`src/rtl/mux_rr_pipe_pkg.sv`:
```
// ---------------------------------------------------------------------------
// alu_pkg
// Shared constants and helpers for the operand-routing multiplexer.
//   MODE_SEL / MODE_RR : values of the run-time mode input
//   wrap_add()         : modular add used for round-robin pointer arithmetic
// ---------------------------------------------------------------------------
package alu_pkg;

   localparam logic MODE_SEL = 1'b0;   // explicit channel select
   localparam logic MODE_RR  = 1'b1;   // round-robin arbitration

   // (base + off) mod n, assuming base < n and off < n, so a single
   // conditional subtract is enough and no divider is inferred.
   function automatic int wrap_add(input int base, input int off, input int n);
      int s;
      s = base + off;
      return (s >= n) ? (s - n) : s;
   endfunction

endpackage

```
`src/rtl/mux_rr_pipe_if.sv`:
```
// ---------------------------------------------------------------------------
// mux_rr_pipe_if
// Groups the input channels, mode/select controls and output handshake of
// mux_rr_pipe.
//   in_data   NUM_CH*WIDTH  channel i = in_data[i*WIDTH +: WIDTH]
//   in_valid  NUM_CH        per-channel valid
//   in_ready  NUM_CH        per-channel accept (one-hot or zero)
//   mode      1             0 = select, 1 = round-robin
//   sel       SEL_W         channel select (select mode)
//   out_data  WIDTH         registered output word
//   out_ch    SEL_W         channel id of out_data
//   out_valid 1             output word valid
//   out_ready 1             downstream accept
// master: the side that drives the channels and consumes the output.
// slave : the multiplexer itself.
// ---------------------------------------------------------------------------
interface mux_rr_pipe_if #(
   parameter int WIDTH  = 16,
   parameter int NUM_CH = 4
);
   localparam int SEL_W = $clog2(NUM_CH);

   logic [NUM_CH*WIDTH-1:0] in_data;
   logic [NUM_CH-1:0]       in_valid;
   logic [NUM_CH-1:0]       in_ready;
   logic                    mode;
   logic [SEL_W-1:0]        sel;
   logic [WIDTH-1:0]        out_data;
   logic [SEL_W-1:0]        out_ch;
   logic                    out_valid;
   logic                    out_ready;

   modport master (
      output in_data, in_valid, mode, sel, out_ready,
      input  in_ready, out_data, out_ch, out_valid
   );

   modport slave (
      input  in_data, in_valid, mode, sel, out_ready,
      output in_ready, out_data, out_ch, out_valid
   );
endinterface

```
`src/rtl/mux_rr_pipe_rr_arbiter.sv`:
```
// ---------------------------------------------------------------------------
// rr_arbiter
// Purely combinational priority-from-pointer arbiter. Searches req starting
// at ptr, then ptr+1, ... wrapping mod NUM_CH, and reports the first hit.
//   req       in  NUM_CH  request vector
//   ptr       in  SEL_W   highest-priority channel this cycle (< NUM_CH)
//   gnt_valid out 1       some request was found
//   gnt_id    out SEL_W   granted channel (0 when gnt_valid=0)
// ---------------------------------------------------------------------------
module rr_arbiter
   import alu_pkg::*;
#(
   parameter int NUM_CH = 4
) (
   input  logic [NUM_CH-1:0]         req,
   input  logic [$clog2(NUM_CH)-1:0] ptr,
   output logic                      gnt_valid,
   output logic [$clog2(NUM_CH)-1:0] gnt_id
);
   localparam int SEL_W = $clog2(NUM_CH);

   // Walk offsets from farthest to nearest so the nearest requester,
   // assigned last, wins.
   always_comb begin
      gnt_valid = 1'b0;
      gnt_id    = '0;
      for (int k = NUM_CH - 1; k >= 0; k--) begin
         if (req[wrap_add(int'(ptr), k, NUM_CH)]) begin
            gnt_valid = 1'b1;
            gnt_id    = SEL_W'(wrap_add(int'(ptr), k, NUM_CH));
         end
      end
   end
endmodule

```
`src/rtl/mux_rr_pipe.sv`:
```
// ---------------------------------------------------------------------------
// mux_rr_pipe
// N:1 datapath multiplexer with a single registered output stage and
// valid/ready on every input and on the output. Select mode routes the
// channel named by sel; round-robin mode arbitrates among valid channels.
//   clk    in  rising-edge clock
//   rst_n  in  asynchronous active-low reset
//   bus    mux_rr_pipe_if.slave (channels, mode/sel, output handshake)
// Latency 1 cycle; throughput 1 word/cycle while out_ready=1.
// ---------------------------------------------------------------------------
module mux_rr_pipe
   import alu_pkg::*;
#(
   parameter int WIDTH  = 16,
   parameter int NUM_CH = 4
) (
   input  logic          clk,
   input  logic          rst_n,
   mux_rr_pipe_if.slave  bus
);
   localparam int SEL_W = $clog2(NUM_CH);

   logic [WIDTH-1:0] ch_data [NUM_CH];

   logic [WIDTH-1:0] out_data_reg;
   logic [SEL_W-1:0] out_ch_reg;
   logic             out_valid_reg;
   logic [SEL_W-1:0] rr_ptr_reg;
   logic [SEL_W-1:0] rr_ptr_next;

   logic             rr_gnt_valid;
   logic [SEL_W-1:0] rr_gnt_id;
   logic             sel_gnt_valid;
   logic             gnt_valid;
   logic [SEL_W-1:0] gnt_id;
   logic [WIDTH-1:0] gnt_data;
   logic             load;

   generate
      for (genvar gi = 0; gi < NUM_CH; gi++) begin : g_split
         assign ch_data[gi] = bus.in_data[gi*WIDTH +: WIDTH];
      end
   endgenerate

   rr_arbiter #(.NUM_CH(NUM_CH)) u_arb (
      .req       (bus.in_valid),
      .ptr       (rr_ptr_reg),
      .gnt_valid (rr_gnt_valid),
      .gnt_id    (rr_gnt_id)
   );

   // Select path: compare sel against each legal channel id instead of
   // indexing in_valid with sel, so an out-of-range sel simply matches
   // nothing and yields no grant.
   always_comb begin
      sel_gnt_valid = 1'b0;
      for (int i = 0; i < NUM_CH; i++) begin
         if ((bus.sel == SEL_W'(i)) && bus.in_valid[i]) begin
            sel_gnt_valid = 1'b1;
         end
      end
   end

   assign gnt_valid = (bus.mode == MODE_RR) ? rr_gnt_valid : sel_gnt_valid;
   assign gnt_id    = (bus.mode == MODE_RR) ? rr_gnt_id    : bus.sel;

   // Single-entry register: accept whenever it is empty or being drained.
   assign load = !out_valid_reg || bus.out_ready;

   // in_ready is forced low while reset is asserted, even though the
   // cleared register would otherwise report load=1.
   generate
      for (genvar gi = 0; gi < NUM_CH; gi++) begin : g_ready
         assign bus.in_ready[gi] = rst_n && load && gnt_valid
                                   && (gnt_id == SEL_W'(gi));
      end
   endgenerate

   // Data mux keyed on the grant id; unmatched ids fall through to zero,
   // though they are never loaded because gnt_valid is low for them.
   always_comb begin
      gnt_data = '0;
      for (int i = 0; i < NUM_CH; i++) begin
         if (gnt_id == SEL_W'(i)) begin
            gnt_data = ch_data[i];
         end
      end
   end

   assign rr_ptr_next = SEL_W'(wrap_add(int'(gnt_id), 1, NUM_CH));

   always_ff @(posedge clk or negedge rst_n) begin
      if (!rst_n) begin
         out_data_reg  <= '0;
         out_ch_reg    <= '0;
         out_valid_reg <= 1'b0;
         rr_ptr_reg    <= '0;
      end else if (load) begin
         if (gnt_valid) begin
            out_data_reg  <= gnt_data;
            out_ch_reg    <= gnt_id;
            out_valid_reg <= 1'b1;
            // Only round-robin transfers move the fairness pointer.
            if (bus.mode == MODE_RR) begin
               rr_ptr_reg <= rr_ptr_next;
            end
         end else begin
            // Empty load: drop valid but keep the last word and id visible.
            out_valid_reg <= 1'b0;
         end
      end
   end

   assign bus.out_data  = out_data_reg;
   assign bus.out_ch    = out_ch_reg;
   assign bus.out_valid = out_valid_reg;
endmodule

```
`src/flat_wrapper.sv`:
```
// flat-port wrapper written by rule: the top's interface ports become plain ports
module mux_rr_pipe_flat import alu_pkg::*;
#(
   parameter int WIDTH  = 16,
   parameter int NUM_CH = 4
)
  (clk, rst_n, bus_in_data, bus_in_valid, bus_mode, bus_sel, bus_out_ready, bus_in_ready, bus_out_data, bus_out_ch, bus_out_valid);
  mux_rr_pipe_if #(.WIDTH(WIDTH), .NUM_CH(NUM_CH)) bus_i ();
  input  logic clk;
  input  logic rst_n;
  input wire logic [$bits(bus_i.in_data)-1:0] bus_in_data;
  input wire logic [$bits(bus_i.in_valid)-1:0] bus_in_valid;
  input wire logic [$bits(bus_i.mode)-1:0] bus_mode;
  input wire logic [$bits(bus_i.sel)-1:0] bus_sel;
  input wire logic [$bits(bus_i.out_ready)-1:0] bus_out_ready;
  output wire logic [$bits(bus_i.in_ready)-1:0] bus_in_ready;
  output wire logic [$bits(bus_i.out_data)-1:0] bus_out_data;
  output wire logic [$bits(bus_i.out_ch)-1:0] bus_out_ch;
  output wire logic [$bits(bus_i.out_valid)-1:0] bus_out_valid;
  assign bus_i.in_data = bus_in_data;
  assign bus_i.in_valid = bus_in_valid;
  assign bus_i.mode = bus_mode;
  assign bus_i.sel = bus_sel;
  assign bus_i.out_ready = bus_out_ready;
  assign bus_in_ready = bus_i.in_ready;
  assign bus_out_data = bus_i.out_data;
  assign bus_out_ch = bus_i.out_ch;
  assign bus_out_valid = bus_i.out_valid;
  mux_rr_pipe #(.WIDTH(WIDTH), .NUM_CH(NUM_CH)) u_core (.clk(clk), .rst_n(rst_n), .bus(bus_i));
endmodule
```
`config.mk`:
```
export PLATFORM = sky130hd
export DESIGN_NAME = mux_rr_pipe_flat
export DESIGN_NICKNAME = d
export VERILOG_FILES = /design/src/rtl/mux_rr_pipe_pkg.sv /design/src/rtl/mux_rr_pipe_if.sv /design/src/rtl/mux_rr_pipe_rr_arbiter.sv /design/src/rtl/mux_rr_pipe.sv /design/src/flat_wrapper.sv
export SDC_FILE = /design/constraint.sdc
export NUM_CORES = 1
export LEC_CHECK = 0
export BUFFER_PORTS_ARGS = -buffer_cell sky130_fd_sc_hd__buf_2
export CAP_MARGIN = 20
export CORE_MARGIN = 8
export CORE_UTILIZATION = 30
export CTS_BUF_LIST = sky130_fd_sc_hd__clkbuf_4
export DETAILED_ROUTE_END_ITERATION = 6
export GPL_TIMING_DRIVEN = 0
export SLEW_MARGIN = 30
export SYNTH_ARGS = -nofsm -noshare
export SYNTH_HDL_FRONTEND = slang
export SYNTH_SLANG_ARGS = --single-unit
export TNS_END_PERCENT = 10
```
`constraint.sdc`:
```
create_clock -name clk -period 3.8 [get_ports clk]
set_clock_uncertainty 0.2 [all_clocks]
set_input_delay 0.38 -clock clk [delete_from_list [all_inputs] [get_ports clk]]
set_output_delay 0.38 -clock clk [all_outputs]
set_load 0.03 [all_outputs]
```
* Word-level counts from Yosys, hierarchy flattened
Index checks and enable logic that the tools add are counted.
Operators by class: add/subtract/negate cells 9, order comparisons 9, equal/unequal tests 6, muxes and demuxes 36, reduce and logical (&&, ||, !) cells 16
Operators by type and width (count):
- $lt A32 B4 Y1 const B | 4
- $mux W32 | 4
- $mux W16 | 4
- $mux W1 | 18
- $ge A3 B3 Y1 const B | 4
- $mux W2 | 6
- $sub A3 B3 Y4 const B | 3
- $logic_and A1 B1 Y1 | 10
- $bmux W1 S2 | 4
- $eq A2 B2 Y1 const B | 4
- $add A2 B1 Y3 const B | 2
- $add A2 B2 Y3 const B | 2
- $eq A2 B1 Y1 const B | 2
- $logic_not A2 Y1 | 2
- $sub A2 B3 Y4 const B | 1
- $ge A2 B3 Y1 const B | 1
- $reduce_and A3 Y1 | 1
- $reduce_and A2 Y1 | 1
- $sub A2 B1 Y2 const B | 1
- $logic_not A1 Y1 | 1
- $logic_or A1 B1 Y1 | 1
Storage, ports and cells: flip-flop bits (word level) 21, logic and storage cells 80

* Depth between registers and ports, before layout
depth in word-level cells 16, mapped depth 11, mapped depth without buffers 9

* Hierarchy
Synthesis repeated with hierarchy kept, for this count alone.
Unflattened totals: cells, all modules 153, area total of the unflattened synthesis 1592.8 sq um
By module, submodules not included:
- mux_rr_pipe | times used 1, cells each 140, area each 1515.2 sq um, seq. area each 525.5 sq um
- rr_arbiter | times used 1, cells each 13, area each 77.6 sq um, seq. area each 0.0 sq um

* Least setup slack after synthesis
OpenSTA, ideal clock, no wires.
path type input to output, start point input port bus_in_valid[0], end point output port bus_in_ready[3], arrival time 2084 ps, required time 3220 ps, path slack 1136 ps, cell stages on the path 7, path through nor2b_1 -> o211a_1 -> a211oi_1 -> ha_1 -> buf_1 -> clkbuf_1 -> and3_1
Between the ends: longest elaborated chain between the ends 10, elaborated cells between the ends (all ways) 30, those cells by class 1 x eq/ne; 26 x mux; 3 x reduce/logical
Ends and longest elaborated chain:
- start: declaration | RTL line flat_wrapper.sv:12 | input wire logic [$bits(bus_i.in_valid)-1:0] bus_in_valid;
- $bmux W1 S2 | RTL line mux_rr_pipe_rr_arbiter.sv:28 | if (req[wrap_add(int'(ptr), k, NUM_CH)]) begin
- $mux W1 (implied by the code) (2 in series) | RTL line mux_rr_pipe_rr_arbiter.sv:28
- $mux W2 (3 in series) | RTL line mux_rr_pipe_rr_arbiter.sv:28
- $mux W2 (*) | RTL line mux_rr_pipe_rr_arbiter.sv:28
- $mux W2 (*) | RTL line mux_rr_pipe.sv:65 | assign gnt_id = (bus.mode == MODE_RR) ? rr_gnt_id : bus.sel;
- named net u_core.gnt_id[1] | RTL line mux_rr_pipe.sv:35 | logic [SEL_W-1:0] gnt_id;
- $eq A2 B2 Y1 (*) | RTL line mux_rr_pipe.sv:75 | && (gnt_id == SEL_W'(gi));
- $logic_and A1 B1 Y1 (*) | RTL line mux_rr_pipe.sv:75
- end: declaration | RTL line flat_wrapper.sv:16 | output wire logic [$bits(bus_i.in_ready)-1:0] bus_in_ready;
Mark *: on every way through the listed nets, which the timed path passes. The rest lies on a longest branch. The select of a mux whose other input is x is not followed.

* Final worst setup path
start point register u_core.rr_ptr_reg[1], end point output port bus_in_ready[3]
Between the ends: longest elaborated chain between the ends 13, elaborated cells between the ends (all ways) 40, those cells by class 7 x add/sub; 4 x order compare; 1 x eq/ne; 26 x mux; 2 x reduce/logical
Ends and longest elaborated chain:
- start: declaration | RTL line mux_rr_pipe.sv:28 | logic [SEL_W-1:0] rr_ptr_reg;
- start signal: assignment | RTL line mux_rr_pipe.sv:105 | rr_ptr_reg <= rr_ptr_next;
- $add A2 B2 Y3 | RTL line mux_rr_pipe_pkg.sv:16 | s = base + off;
- $sub A3 B3 Y4 or $ge A3 B3 Y1 (tied branches) | RTL line mux_rr_pipe_pkg.sv:17 | return (s >= n) ? (s - n) : s;
- $mux W32 | RTL line mux_rr_pipe_pkg.sv:17
- $bmux W1 S2 | RTL line mux_rr_pipe_rr_arbiter.sv:28
- $mux W1 (implied by the code) (2 in series) | RTL line mux_rr_pipe_rr_arbiter.sv:28
- $mux W2 (3 in series) | RTL line mux_rr_pipe_rr_arbiter.sv:28
- $mux W2 (*) | RTL line mux_rr_pipe_rr_arbiter.sv:28
- $mux W2 (*) | RTL line mux_rr_pipe.sv:65
- named net u_core.gnt_id[0] | RTL line mux_rr_pipe.sv:35
- $eq A2 B2 Y1 (*) | RTL line mux_rr_pipe.sv:75
- $logic_and A1 B1 Y1 (*) | RTL line mux_rr_pipe.sv:75
Marked as above.

==> run summary <==
synthesized area = 0.00164 sq mm
number of buffers created by CTS = 3
Gate Count Post-Synth = 169
Die X-Extent = 89.9 microns
nets = 348
filler instances = 590
Worst Max-Slew Pin Slew = 0.564 ns
Hold Vio Cnt, Final = 0
Via density = 4.95
floorplan row count = 27
worst hold path type = input pin to register
RSZ-0062 raised after global routing = false
Sequential Power Share = 0.309
Initial Util = 0.303
critical path arrival = 2.76 ns
status = finished clean
Post-Syn Area per Cell = 9.70 sq um
Worst R2R Path Depth = 11
drt wl/cell = 16.2 microns
CTS max path bufs = 2
Crit. End Element = output pin
Fmax = 299 MHz
Finished Layout Cells = 341
Die H = 89.9 microns
Sw Ratio = 0.444
final setup vio count = 0
post-synth cell types = 34
Hold Path Depth = 4
Worst EP required = 3.22 ns
die area = 0.00808 sq mm
met3 global-route usage = 0.0565
Max VDD drop = 239 uV
largest net degree at the start of global routing = 26
most common library cells after synthesis = 22 x nand2_1, 21 x dfrtp_1, 20 x nor2b_1, 16 x mux2_4
Synth Flop Type = dfrtp_1
root buf cell = clkbuf_4
max FFs per register = 16
IO Pins = 97
Post-synth EDFFs = 0
ranking of synthesized cells by area = dfrtp_1 32%, mux2_4 15%, a221oi_1 8.0%
final hold slack = 0.199 ns
final slew viol count = 0
reg2reg setup slack = 0.72 ns
global-route wire length before repair = 9.03 mm
CTS sink cnt = 21
clock network latency to the later pin of the worst-skew pair = 0.31 ns
First-pass DRT Iterations = 4
Slowest-stage cell, CP = dfrtp_1
CP max FO = 10
Post-Route WL = 5.53 mm
H-tree depth = 1
Hold Buf Count CTS = 1
met2 usage = 0.226
GR Overflow Total = 0
layout cells sized above 1 = 0.472
Synth Register Bits = 21
Yosys top cell area share = 0.321
vias in the first global route = 1,760
pwr dens = 522 mW/mm^2
hold endpoint = u_core.bus.out_data[8]$_DFFE_PN0P_
P_leak = 1.14 nW
Critical Path Start Type = register
detailed placement HPWL = 4.33 mm
initial antenna violation count = 0
Post-synth ARST share = 1.00
Final Wtd Congestion = 0.715
cell chain of the critical path = nand2_1 -> a21oi_1 -> a311oi_1 -> a21o_1 -> ha_1 -> buf_1 -> clkbuf_1 -> and3_1 -> buf_2
CTS tree = yes
Gate power share = 0.591
syn_nets = 247
DRC violations left = 0
dpl cells = 336
reg2reg start = u_core.rr_ptr_reg[0]$_DFFE_PN0P_
synthesis warning total = 0
Hold Path Origin = bus_in_data[56]
post-CTS resize count = 0
core box area = 0.00541 sq mm
met1 usage = 0.159
Final Cycle Share = 0.880
Yosys top cell by area = dfrtp_1
post-CTS setup buffers = 0
Clock transition at path regs = 0.12 ns
IO Port Bufs = 95
1st-iter DRT viols = 69
via count = 1,689
kind of critical path = register to output pin
count leader, synth = nand2_1
P&R area growth vs syn = 36.9%
Setup TNS = 0 ns
cell-internal power = 0.652 mW
Slew headroom = 0.624
Antenna Nets Post-Route = 0
# diodes = 0
R2R Path End = u_core.bus.out_data[6]$_DFFE_PN0P_
Max-Cap Viols = 0
layer with the highest usage = met2
Net Switching = 0.520 mW
Clock Power Share = 0.101
GRT Overall Usage = 0.135
CP max stage delay = 0.43 ns
minimum clock period = 3.34 ns
sequential share of the synthesized area = 0.321
-- per-layer routing --
metal | share of wire | up-vias
met3 | 0.087 | 4
li1 | - | 833
met2 | 0.47 | 70
met4 | 0.0047 | 0
met5 | 0 | -
met1 | 0.43 | 782
-- layout by cell type (no fill, tap or decap), types with 2 or more instances in the layout --
| master | n |
|---|---|
| nand2_1 | 22 |
| clkbuf_4 | 4 |
| a221oi_1 | 15 |
| ha_1 | 4 |
| a21oi_1 | 8 |
| a311oi_1 | 2 |
| dfrtp_1 | 21 |
| nor2b_1 | 20 |
| clkbuf_1 | 6 |
| buf_2 | 99 |
| nand2b_1 | 2 |
| inv_1 | 5 |
| nor2_1 | 2 |
| o31ai_1 | 15 |
| and3_1 | 4 |
| mux2_4 | 16 |
| o21ai_0 | 4 |
| mux2i_1 | 2 |
-- critical path: cells and delay by family (launching register included) --
kind | cells | cell delay [ns]
fa+ha+maj | 1 | 0.14
simple gates | 2 | 0.35
compound gates | 3 | 0.71
buf+inv | 3 | 0.83
flops | 1 | 0.43
-- cell type report --
cell class / count / area, sq um / area share
Buffer: 13 / 77.6 / 0.0346
Clock buffer: 4 / 30.0 / 0.0134
Inverter: 5 / 18.8 / 0.00836
Multi-Input combinational cell: 130 / 1020 / 0.453
Sequential cell: 21 / 526 / 0.234
Tap cell: 72 / 90.1 / 0.0401
Timing Repair Buffer: 96 / 485 / 0.216
-- through the flow --
stage               utilization  power (mW)  cell area [sq um]  worst slack, ns
floorplan                     -       0.851               1640             1.14
global placement          0.408        1.06               2200            0.518
detailed placement        0.408        1.07               2200            0.513
CTS                       0.415        1.19               2240            0.403
global route              0.415        1.26               2240            0.207
finish                    0.415        1.17               2240            0.458
-- cell families after synthesis --
logic type / Yosys count / synth area share
fa+ha+maj: 4 / 0.0305
compound gates: 53 / 0.244
buf+inv: 18 / 0.0588
mux: 19 / 0.166
simple gates: 54 / 0.180
flops: 21 / 0.321
-- how the worst max path moves through the flow --
stage	from	to	depth (start not counted)
floorplan	bus_in_valid[0]	bus_in_ready[3]	7
global placement	bus_in_valid[0]	u_core.bus.out_data[9]$_DFFE_PN0P_	12
detailed placement	bus_in_valid[0]	u_core.bus.out_data[12]$_DFFE_PN0P_	12
CTS	u_core.rr_ptr_reg[1]$_DFFE_PN0P_	bus_in_ready[3]	9
global route	u_core.rr_ptr_reg[1]$_DFFE_PN0P_	bus_in_ready[3]	8
finish	u_core.rr_ptr_reg[1]$_DFFE_PN0P_	bus_in_ready[3]	9
-- power groups by stage --
stage | registers (mW) | logic [mW] | clock network [mW]
after floorplan | 0.524 | 0.327 | 0
after global placement | 0.366 | 0.695 | 0
after detailed placement | 0.366 | 0.699 | 0
after CTS | 0.362 | 0.702 | 0.127
after global routing | 0.374 | 0.749 | 0.134
final | 0.362 | 0.692 | 0.118
Note: power is estimated with default switching activity, not from simulation.
